`src/rtl/mac_rx_frame_check.sv`:
```
// MAC receive frame checker: preamble/SFD strip, CRC-32 and length checks, FCS strip,
// frame-tagged output FIFO with per-frame status and saturating good/bad counters.
module mac_rx_frame_check #(
    parameter bit          CHECK_PREAMBLE = 1'b1,
    parameter bit          STRIP_FCS      = 1'b1,
    parameter int unsigned MIN_LEN        = 64,
    parameter int unsigned MAX_LEN        = 1518,
    parameter int unsigned FIFO_DEPTH     = 64,
    parameter int unsigned CNT_W          = 16
) (
    input  logic             clk,
    input  logic             logic_rst,
    input  logic [7:0]       rx_data,
    input  logic             rx_valid,
    input  logic             rx_err,
    output logic [7:0]       m_data,
    output logic             m_valid,
    input  logic             m_ready,
    output logic             m_last,
    output logic [4:0]       m_user,
    output logic [CNT_W-1:0] good_frames,
    output logic [CNT_W-1:0] bad_frames
);
    localparam int unsigned H     = STRIP_FCS ? 5 : 1;
    localparam int unsigned LEN_W = $clog2(MAX_LEN + 2);
    localparam int unsigned AW    = $clog2(FIFO_DEPTH);
    localparam int unsigned CW    = AW + 1;
    localparam logic [31:0] POLY    = 32'hEDB88320;
    localparam logic [31:0] RESIDUE = 32'hDEBB20E3;

    localparam logic [2:0] IDLE = 3'd0;
    localparam logic [2:0] PRE  = 3'd1;
    localparam logic [2:0] DATA = 3'd2;
    localparam logic [2:0] TAIL = 3'd3;
    localparam logic [2:0] DROP = 3'd4;

    typedef struct packed {
        logic [4:0] user;
        logic       last;
        logic [7:0] data;
    } entry_t;

    function automatic logic [31:0] crc_upd(input logic [31:0] crc, input logic [7:0] d);
        logic [31:0] c;
        c = crc ^ {24'h0, d};
        for (int i = 0; i < 8; i++) c = c[0] ? ((c >> 1) ^ POLY) : (c >> 1);
        return c;
    endfunction

    logic [2:0]         state_q, state_d;
    logic               armed_q, armed_d;
    logic               collide_q, collide_d;
    logic [31:0]        crc_q, crc_d;
    logic [LEN_W-1:0]   len_q, len_d;
    logic [2:0]         hcnt_q, hcnt_d;
    logic [H-1:0][7:0]  hold_q, hold_d;
    logic               err_q, err_d;
    logic               ovf_q, ovf_d;
    logic               start, done, accum, data_byte, data_wr, tail_wr, inc_good, inc_bad;
    logic [4:0]         status;
    logic               wr_en;
    entry_t             wr_entry;

    entry_t             mem [FIFO_DEPTH];
    logic [AW-1:0]      wr_ptr, rd_ptr;
    logic [CW-1:0]      mem_cnt;
    logic               rd, space, out_load, mem_re, mem_we;

    assign status = {ovf_q, len_q > LEN_W'(MAX_LEN), len_q < LEN_W'(MIN_LEN), err_q, crc_q != RESIDUE};

    // Frame FSM and per-frame accumulators
    always_comb begin
        state_d   = state_q;
        armed_d   = armed_q | ~rx_valid;
        collide_d = collide_q;
        crc_d     = crc_q;
        len_d     = len_q;
        hcnt_d    = hcnt_q;
        hold_d    = hold_q;
        err_d     = err_q;
        ovf_d     = ovf_q;
        start     = 1'b0;
        done      = 1'b0;
        accum     = 1'b0;
        data_byte = 1'b0;
        data_wr   = 1'b0;
        tail_wr   = 1'b0;
        inc_good  = 1'b0;
        inc_bad   = 1'b0;
        case (state_q)
            IDLE: start = armed_q;
            PRE: begin
                accum = rx_valid;
                if (!rx_valid || (rx_data != 8'h55 && rx_data != 8'hD5)) state_d = DROP;
                else if (rx_data == 8'hD5) state_d = DATA;
            end
            DATA: begin
                if (rx_valid) begin
                    data_byte = 1'b1;
                    accum     = 1'b1;
                end else begin
                    state_d = TAIL;
                end
            end
            TAIL: begin
                if (hcnt_q != 3'(H)) begin
                    inc_bad = 1'b1;
                    done    = 1'b1;
                end else if (space) begin
                    tail_wr  = 1'b1;
                    done     = 1'b1;
                    inc_good = (status == 5'd0);
                    inc_bad  = (status != 5'd0);
                end
                // A frame arriving while the tail waits for space is dropped afterwards
                if (done) begin
                    if (collide_q) begin
                        state_d   = DROP;
                        collide_d = 1'b0;
                    end else begin
                        start = 1'b1;
                    end
                end else if (rx_valid) begin
                    collide_d = 1'b1;
                end
            end
            DROP: begin
                if (!rx_valid) begin
                    inc_bad = 1'b1;
                    state_d = IDLE;
                end
            end
            default: state_d = IDLE;
        endcase

        if (start) begin
            state_d = IDLE;
            crc_d   = '1;
            len_d   = '0;
            hcnt_d  = '0;
            err_d   = 1'b0;
            ovf_d   = 1'b0;
            if (rx_valid) begin
                accum = 1'b1;
                if (!CHECK_PREAMBLE) begin
                    state_d   = DATA;
                    data_byte = 1'b1;
                end else begin
                    state_d = (rx_data == 8'h55) ? PRE : DROP;
                end
            end
        end

        // Oldest held byte is pushed to the FIFO once the hold line is full
        if (data_byte) begin
            crc_d = crc_upd(crc_d, rx_data);
            if (len_d != LEN_W'(MAX_LEN + 1)) len_d = len_d + LEN_W'(1);
            hold_d[0] = rx_data;
            for (int unsigned i = 1; i < H; i++) hold_d[i] = hold_q[i-1];
            if (hcnt_d == 3'(H)) begin
                if (!ovf_d) begin
                    if (space) data_wr = 1'b1;
                    else       ovf_d   = 1'b1;
                end
            end else begin
                hcnt_d = hcnt_d + 3'd1;
            end
        end
        err_d = err_d | (accum & rx_err);

        wr_en         = data_wr | tail_wr;
        wr_entry.user = tail_wr ? status : 5'd0;
        wr_entry.last = tail_wr;
        wr_entry.data = hold_q[H-1];
    end

    always_ff @(posedge clk or posedge logic_rst) begin
        if (logic_rst) begin
            state_q     <= IDLE;
            armed_q     <= 1'b0;
            collide_q   <= 1'b0;
            crc_q       <= '1;
            len_q       <= '0;
            hcnt_q      <= '0;
            hold_q      <= '0;
            err_q       <= 1'b0;
            ovf_q       <= 1'b0;
            good_frames <= '0;
            bad_frames  <= '0;
        end else begin
            state_q   <= state_d;
            armed_q   <= armed_d;
            collide_q <= collide_d;
            crc_q     <= crc_d;
            len_q     <= len_d;
            hcnt_q    <= hcnt_d;
            hold_q    <= hold_d;
            err_q     <= err_d;
            ovf_q     <= ovf_d;
            if (inc_good && good_frames != '1) good_frames <= good_frames + CNT_W'(1);
            if (inc_bad && bad_frames != '1)   bad_frames  <= bad_frames + CNT_W'(1);
        end
    end

    // FWFT FIFO: memory plus the output register; total occupancy limited to FIFO_DEPTH
    assign rd       = m_valid & m_ready;
    assign space    = ((mem_cnt + CW'(m_valid)) != CW'(FIFO_DEPTH)) | rd;
    assign out_load = ~m_valid | rd;
    assign mem_re   = out_load & (mem_cnt != '0);
    assign mem_we   = wr_en & ~(out_load & (mem_cnt == '0));

    always_ff @(posedge clk) begin
        if (mem_we) mem[wr_ptr] <= wr_entry;
    end

    always_ff @(posedge clk or posedge logic_rst) begin
        if (logic_rst) begin
            m_valid <= 1'b0;
            m_data  <= '0;
            m_last  <= 1'b0;
            m_user  <= '0;
            wr_ptr  <= '0;
            rd_ptr  <= '0;
            mem_cnt <= '0;
        end else begin
            if (out_load) begin
                if (mem_re) begin
                    {m_user, m_last, m_data} <= mem[rd_ptr];
                    m_valid <= 1'b1;
                    rd_ptr  <= rd_ptr + AW'(1);
                end else if (wr_en) begin
                    {m_user, m_last, m_data} <= wr_entry;
                    m_valid <= 1'b1;
                end else begin
                    m_valid <= 1'b0;
                end
            end
            if (mem_we) wr_ptr <= wr_ptr + AW'(1);
            if (mem_we && !mem_re)      mem_cnt <= mem_cnt + CW'(1);
            else if (mem_re && !mem_we) mem_cnt <= mem_cnt - CW'(1);
        end
    end
endmodule

```
`config.mk`:
```
export PLATFORM = sky130hd
export DESIGN_NAME = mac_rx_frame_check
export DESIGN_NICKNAME = d
export VERILOG_FILES = /design/src/rtl/mac_rx_frame_check.sv
export SDC_FILE = /design/constraint.sdc
export NUM_CORES = 1
export LEC_CHECK = 0
export CORE_ASPECT_RATIO = 2
export CORE_MARGIN = 5
export CORE_UTILIZATION = 40
export CTS_CLUSTER_DIAMETER = 40
export DETAILED_ROUTE_END_ITERATION = 16
export SETUP_SLACK_MARGIN = 0.5
export SLEW_MARGIN = 20
export SYNTH_ARGS = -nofsm -noshare
export SYNTH_HDL_FRONTEND = slang
export SYNTH_SLANG_ARGS = --single-unit
```
`constraint.sdc`:
```
create_clock -name clk -period 7.9 [get_ports clk]
set_input_delay 1.58 -clock clk [delete_from_list [all_inputs] [get_ports clk]]
set_output_delay 1.58 -clock clk [all_outputs]
set_load 0.05 [all_outputs]
```
* After elaboration in Yosys (flattened, before gate mapping)
Memory sizes are Yosys's and may differ from the RTL's. Cells that the tools add are included.
Word-level totals: bits in registers 159, memory bits (writable) 896, input port bits 13, output and inout bits 47, memories 1
Operators by class: $add $sub $neg 9, order comparisons 2, equality and inequality tests 21, multiplexer cells 70, bitwise gates (word level) 22, reductions and logical operators 21
Memories:
- mem | words 64, width 14, read ports 1, clocked after Yosys merged registers in 0, wr ports 1, RTL line 64 | entry_t mem [FIFO_DEPTH];
Operators by type and width (number):
- 2-to-1 mux 32 bit | 10
- inverter 13 -> 14 bit | 8
- 2-to-1 mux 3 bit | 12
- 2-to-1 mux 1 bit | 34
- 2-to-1 mux 11 bit | 3
- adder 16 x 1 -> 16 bit (second input constant) | 2
- != test 16 bit (second input constant) | 2
- != test 32 bit (second input constant) | 1
- bitwise XOR 32 x 8 -> 32 bit | 1
- 2-to-1 mux 8 bit | 2
- 2-to-1 mux 5 bit | 3
- != test 3 bit (second input constant) | 5
- one-hot mux 3 bit (5 select lines) | 1
- 2-to-1 mux 7 bit | 2
- adder 6 x 1 -> 6 bit (second input constant) | 2
- adder 11 x 1 -> 11 bit (second input constant) | 1
- greater-than comparator 11 bit (second input constant) | 1
- < comparator 11 x 7 -> 1 bit (second input constant) | 1
- != test 11 bit (second input constant) | 1
- equality test 8 x 7 -> 1 bit (second input constant) | 1
- equality test 8 bit (second input constant) | 1
- != test 8 x 7 -> 1 bit (second input constant) | 1
- != test 8 bit (second input constant) | 1
- adder 7 x 1 -> 7 bit | 1
- other kinds (24) | 48

* Depth between registers and ports, before layout
depth after elaboration 27, depth in mapped cells 25, mapped depth without buffers 23

* Worst setup path before layout
No wires, ideal clock.
path type input port to flip-flop, start point in m_ready, end point reg mem_cnt[6], arrival time 5337 ps, data required time 7775 ps, setup slack 2437 ps, stages 23, path buffers 2, cells stage by stage a211oi_1 > o21a_1 > nand4_1 > buf_2 > nand2_1 > clkbuf_1 > and2_1 > ha_1 > nand2_1 > a211oi_1 > o21ai_1 > nor2_2 > ha_1 > inv_1 > fa_1 > a21oi_1 > nor2_1 > nor2_1 > o21bai_1 > a21oi_1 > xnor2_1 > nor2_1 > xor2_1
On the way: word-level cells in the longest chain between the ends 16, elaborated cells on any way between the ends 27, classes of those cells eq/ne: 1; mux: 13; bitwise: 8; reduce/logical: 5
RTL lines:
- from (decl) | RTL line 18 | input logic m_ready,
- bitwise AND 1 bit (*) | RTL line 206 | assign rd = m_valid & m_ready;
- bitwise OR 1 bit | RTL line 207 | assign space = ((mem_cnt + CW'(m_valid)) != CW'(FIFO_DEPTH)) | rd;
- 2-to-1 mux 1 bit | RTL line 109, 162
- 2-to-1 mux 1 bit | RTL line 106 | if (hcnt_q != 3'(H)) begin
- 2-to-1 mux 1 bit | RTL line 90 | case (state_q)
- 2-to-1 mux 1 bit | RTL line 116 | if (done) begin
- one-hot mux 1 bit (2 select lines) | RTL line 90
- 2-to-1 mux 3 bit / 2-to-1 mux 1 bit (equally long branches) | RTL line 136 | if (start) begin
- equality test 3 bit / 2-to-1 mux 1 bit (equally long branches) | RTL line 160, 161
- 2-to-1 mux 1 bit | RTL line 160 | if (hcnt_d == 3'(H)) begin
- 2-to-1 mux 1 bit | RTL line 155 | if (data_byte) begin
- bitwise OR 1 bit | RTL line 171 | wr_en = data_wr | tail_wr;
- bitwise AND 1 bit (*) | RTL line 210 | assign mem_we = wr_en & ~(out_load & (mem_cnt == '0));
- named net mem_we | RTL line 67 | logic rd, space, out_load, mem_re, mem_we;
- logical NOT 1 bit | RTL line 240 | else if (mem_re && !mem_we) mem_cnt <= mem_cnt - CW'(1);
- logical AND 1 bit | RTL line 240
- nonzero test 2 bit (no source line)
- to (signal assigned) | RTL line 239 | if (mem_we && !mem_re) mem_cnt <= mem_cnt + CW'(1);
- to (signal assigned) | RTL line 240
- to (decl) | RTL line 66 | logic [CW-1:0] mem_cnt;
Mark *: on every way through the listed nets, which the timed path passes. The rest lies on a longest branch. The select of a mux whose other input is x is not followed. A chain may end at the register's enable or synchronous reset.

* Worst setup path after layout
Same ends and word-level chain as after synthesis.

==> out/metrics.csv <==
stage,metric,value,unit
detailed_routing,drt_iter0_markers,1500,
cts,postCtsHoldBufs,0,
worst_setup_path,worstPathArrival,6.04,ns
cts,htreeDepth,3,
pwr,p_int,8.87,mW
yosys,synth_edf_count,896,
sta,timing.fmax,0.183,GHz
worst_setup_path,crit_buf_inv,3,
yosys,async_flop_share,15.1,%
worst_setup_path,cp_slowest_cell,clkdlybuf4s50_1,
pwr,p_total,11.2,mW
placed_design,place_ws,1.76,ns
detailed_routing,routedWlPerCell,26.8,um
finish,mostFrequentLayoutCell,edfxtp_1,
pwr,pwr-share-clk,44.3,%
worst_setup_path,crit_chain,clkdlybuf4s50_1 > a211oi_1 > o21a_1 > nand4_1 > buf_4 > nand2_1 > and2_1 > ha_1 > nand2_1 > a211oi_1 > o21ai_1 > nor2_2 > ha_1 > inv_1 > fa_1 > a21oi_1 > nor2_1 > nor2_1 > o21bai_1 > a21oi_1 > xnor2_1 > nor2_1 > xor2_1,
sta,hold_violations,0,
pwr,power.leakage,16.1,nW
global_routing,track_usage,18.2,%
finish,final_cell_mix,"edfxtp_1 (896), mux4_2 (294), nand2_1 (182)",
finish,num-nets-final,2413,
pwr,p_comb_share,2.3,%
cts,post_cts_buffers,0,
global_routing,grt_pass1_wl,152000,um
placed_design,portBuffers,59,
sta,finalCritPeriodShare,69.1,%
worst_setup_path,worstSetupEndpointType,flop,
sta,rsz0062_at_grt,no,
pwr,peakVddDrop,229,uV
sta,maxSlewHeadroom,34.0,%
yosys,netlist_instances,2259,
pwr,p_switching,2.37,mW
yosys,yosysWarnings,0,
sta,setup_tns,0,ns
detailed_routing,viasPerCell,5.50,
detailed_routing,vias,21100,
yosys,synth_seq_cells,1055,
die,core,106000,um^2
worst_setup_path,worstSetupPathType,primary input to flop,
worst_setup_path,critPathMaxFanout,11,
detailed_routing,antenna_left,0,
global_routing,grt.overflow.total,0,
pwr,swShare,21.1,%
yosys,synth_area,42800,um^2
hold_path,hp-class,flop to flop,
worst_setup_path,required,8.48,ns
cts,tritoncts,built,
yosys,synth-main-ff-cell,edfxtp_1,
sta,maxSlewViolCount,0,
cts,cts_resized,0,
global_routing,grt_start_max_net_pins,114,
finish,syn2layout_area_growth,14.0,%
yosys,ys_seq_area_share,72.3,%
detailed_routing,wirelength,103000,um
finish,drive_gt1_share,25.1,%
cts,clk-insertion-delay-late,0.69,ns
run_status,status,"finished, final reports clean",
sta,clock_skew,0.0277,ns
worst_setup_path,path_common_cell,nor2_1,
die,pin_count,60,
detailed_routing,drc,0,
global_routing,grt_pass1_vias,22600,
cts,clock_path_buffers,3,
sta,finalSetupViolCount,0,
die,initial_core_util,40.3,%
sta,period_needed,5.46,ns
die,dieArea,114000,um^2
sta,layout_setup_ws,2.44,ns
sta,whs,0.454,ns
global_routing,antenna_found_initial,1,
die,chipWidth,241,um
yosys,synth_cell_types,68,
yosys,postSynthAreaPerCell,18.9,um^2
pwr,p_seq_share,53.4,%
worst_setup_path,path_delay_family,compound AO/OA/AOI/OAI gates,
cts,cts_buffers,99,
yosys,synth_fp_nets,2288,
pwr,powerDensity,231,nW/um^2
detailed_routing,drtPass1Iterations,7,
worst_setup_path,critPathLaunchType,primary input,
cts,clock_sinks,1055,
placed_design,gp_congestion,0.846,
cts,ctsRootBufferMaster,clkbuf_16,
die,die_h,472,um
cts,path_clk_slew,0.06,ns
die,row_count,169,
worst_setup_path,max_stage_delay,0.51,ns
sta,tightest_slew,0.990,ns
placed_design,dp_hpwl,66200,um
job,drv_cap,0,
## power groups by stage
stage	sequential [mW]	combinational, mW	clock, mW
floorplan	6.17	0.125	0
global placement	6.12	0.255	0
detailed placement	6.12	0.258	0
CTS	6.00	0.259	5.08
global route	6.00	0.276	5.30
finish	6.00	0.256	4.98
## metal layers
metal,track usage (%),up-vias,part of all wire [%]
met5,0,-,0
met4,6.61,0,3.9
met3,2.79,158,3.9
met2,34.2,503,57
met1,20.6,11300,36
li1,-,9178,-
## flip-flops by register name (all words and copies together) (netlist names)
name	flops
mem	896
hold_q	40
crc_q	32
bad_frames	16
good_frames	16
len_q	11
m_data	8
mem_cnt	7
rd_ptr	6
wr_ptr	6
m_user	5
hcnt_q	3
state_q	3
armed_q	1
collide_q	1
err_q	1
m_last	1
m_valid	1
ovf_q	1
## synth_stat cells, types with 11 or more instances
master    number  share of area, %
xor2_1        44              0.90
clkbuf_1      72              0.63
nand4_1       20              0.29
buf_2         26              0.30
dfstp_2       32               2.0
a21oi_1       40              0.47
ha_1          15              0.44
nor3_1        16              0.19
mux4_2       294                15
mux2i_1       15              0.35
o21ai_1       14              0.16
nor2_1       140               1.2
dfrtp_1      127               7.4
nand2_1      182               1.6
nand3_1       22              0.26
inv_1         14              0.12
xnor2_1      107               2.2
and3_1        11              0.16
buf_1         25              0.22
o21ai_0       32              0.37
edfxtp_1     896                63
## through the flow
stage / utilization (%) / instance area, um^2 / instances
6_report: 45.9 / 48700 / 3840
5_1_grt: 45.9 / 48700 / 3839
4_1_cts: 45.9 / 48700 / 3838
3_5_place_dp: 42.7 / 45300 / 3651
3_3_place_gp: 42.7 / 45300 / 3651
2_1_floorplan: - / 42800 / 2259
## layout make-up
type                            count  area [um^2]
Tap cell                         1368         1710
Fill cell                        9002        57400
Clock buffer                      121         2650
Inverter                           14         57.6
Sequential cell                  1055        31000
Timing Repair Buffer              153         1330
Multi-Input combinational cell   1061        11300
Antenna cell                        2         5.00
Clock inverter                     66          758
## cells by family (layout without fill, tap and decap cells)
| family | Yosys count | count (layout) | synth area share (%) |
|---|---|---|---|
| AND/OR/NAND/NOR | 444 | 444 | 4.70 |
| flip-flops | 1055 | 1055 | 72.3 |
| other | 0 | 2 | 0 |
| adder cells (fa/ha/maj) | 16 | 16 | 0.486 |
| XOR/XNOR | 153 | 153 | 3.19 |
| AO/OA/AOI/OAI | 133 | 133 | 1.94 |
| multiplexers | 315 | 315 | 16.0 |
| buffers and inverters | 143 | 354 | 1.40 |
## path summary, 6_finish.rpt
kind / startpoint / slack (ns) / to / cells past startpoint
setup reg to reg: mem_cnt[0]$_DFFE_PP0P_ / 2.92 / mem_cnt[6]$_DFFE_PP0P_ / 24
hold / removal: hold_q[30]$_DFFE_PP0P_ / 0.45 / hold_q[38]$_DFFE_PP0P_ / 2
setup / recovery: m_ready / 2.44 / mem_cnt[6]$_DFFE_PP0P_ / 23
max in group asynchronous: logic_rst / 5.24 / hold_q[37]$_DFFE_PP0P_ / 3
hold reg to reg: hold_q[30]$_DFFE_PP0P_ / 0.45 / hold_q[38]$_DFFE_PP0P_ / 2
min in group asynchronous: logic_rst / 1.37 / good_frames[11]$_DFFE_PP0P_ / 2
## tightest hold or removal path, cell delays in order (launching register included)
cell     delay (ns)
dfrtp_1        0.34
nand2_1        0.05
nand2_1        0.05
Power figures use the tool's default switching activity.
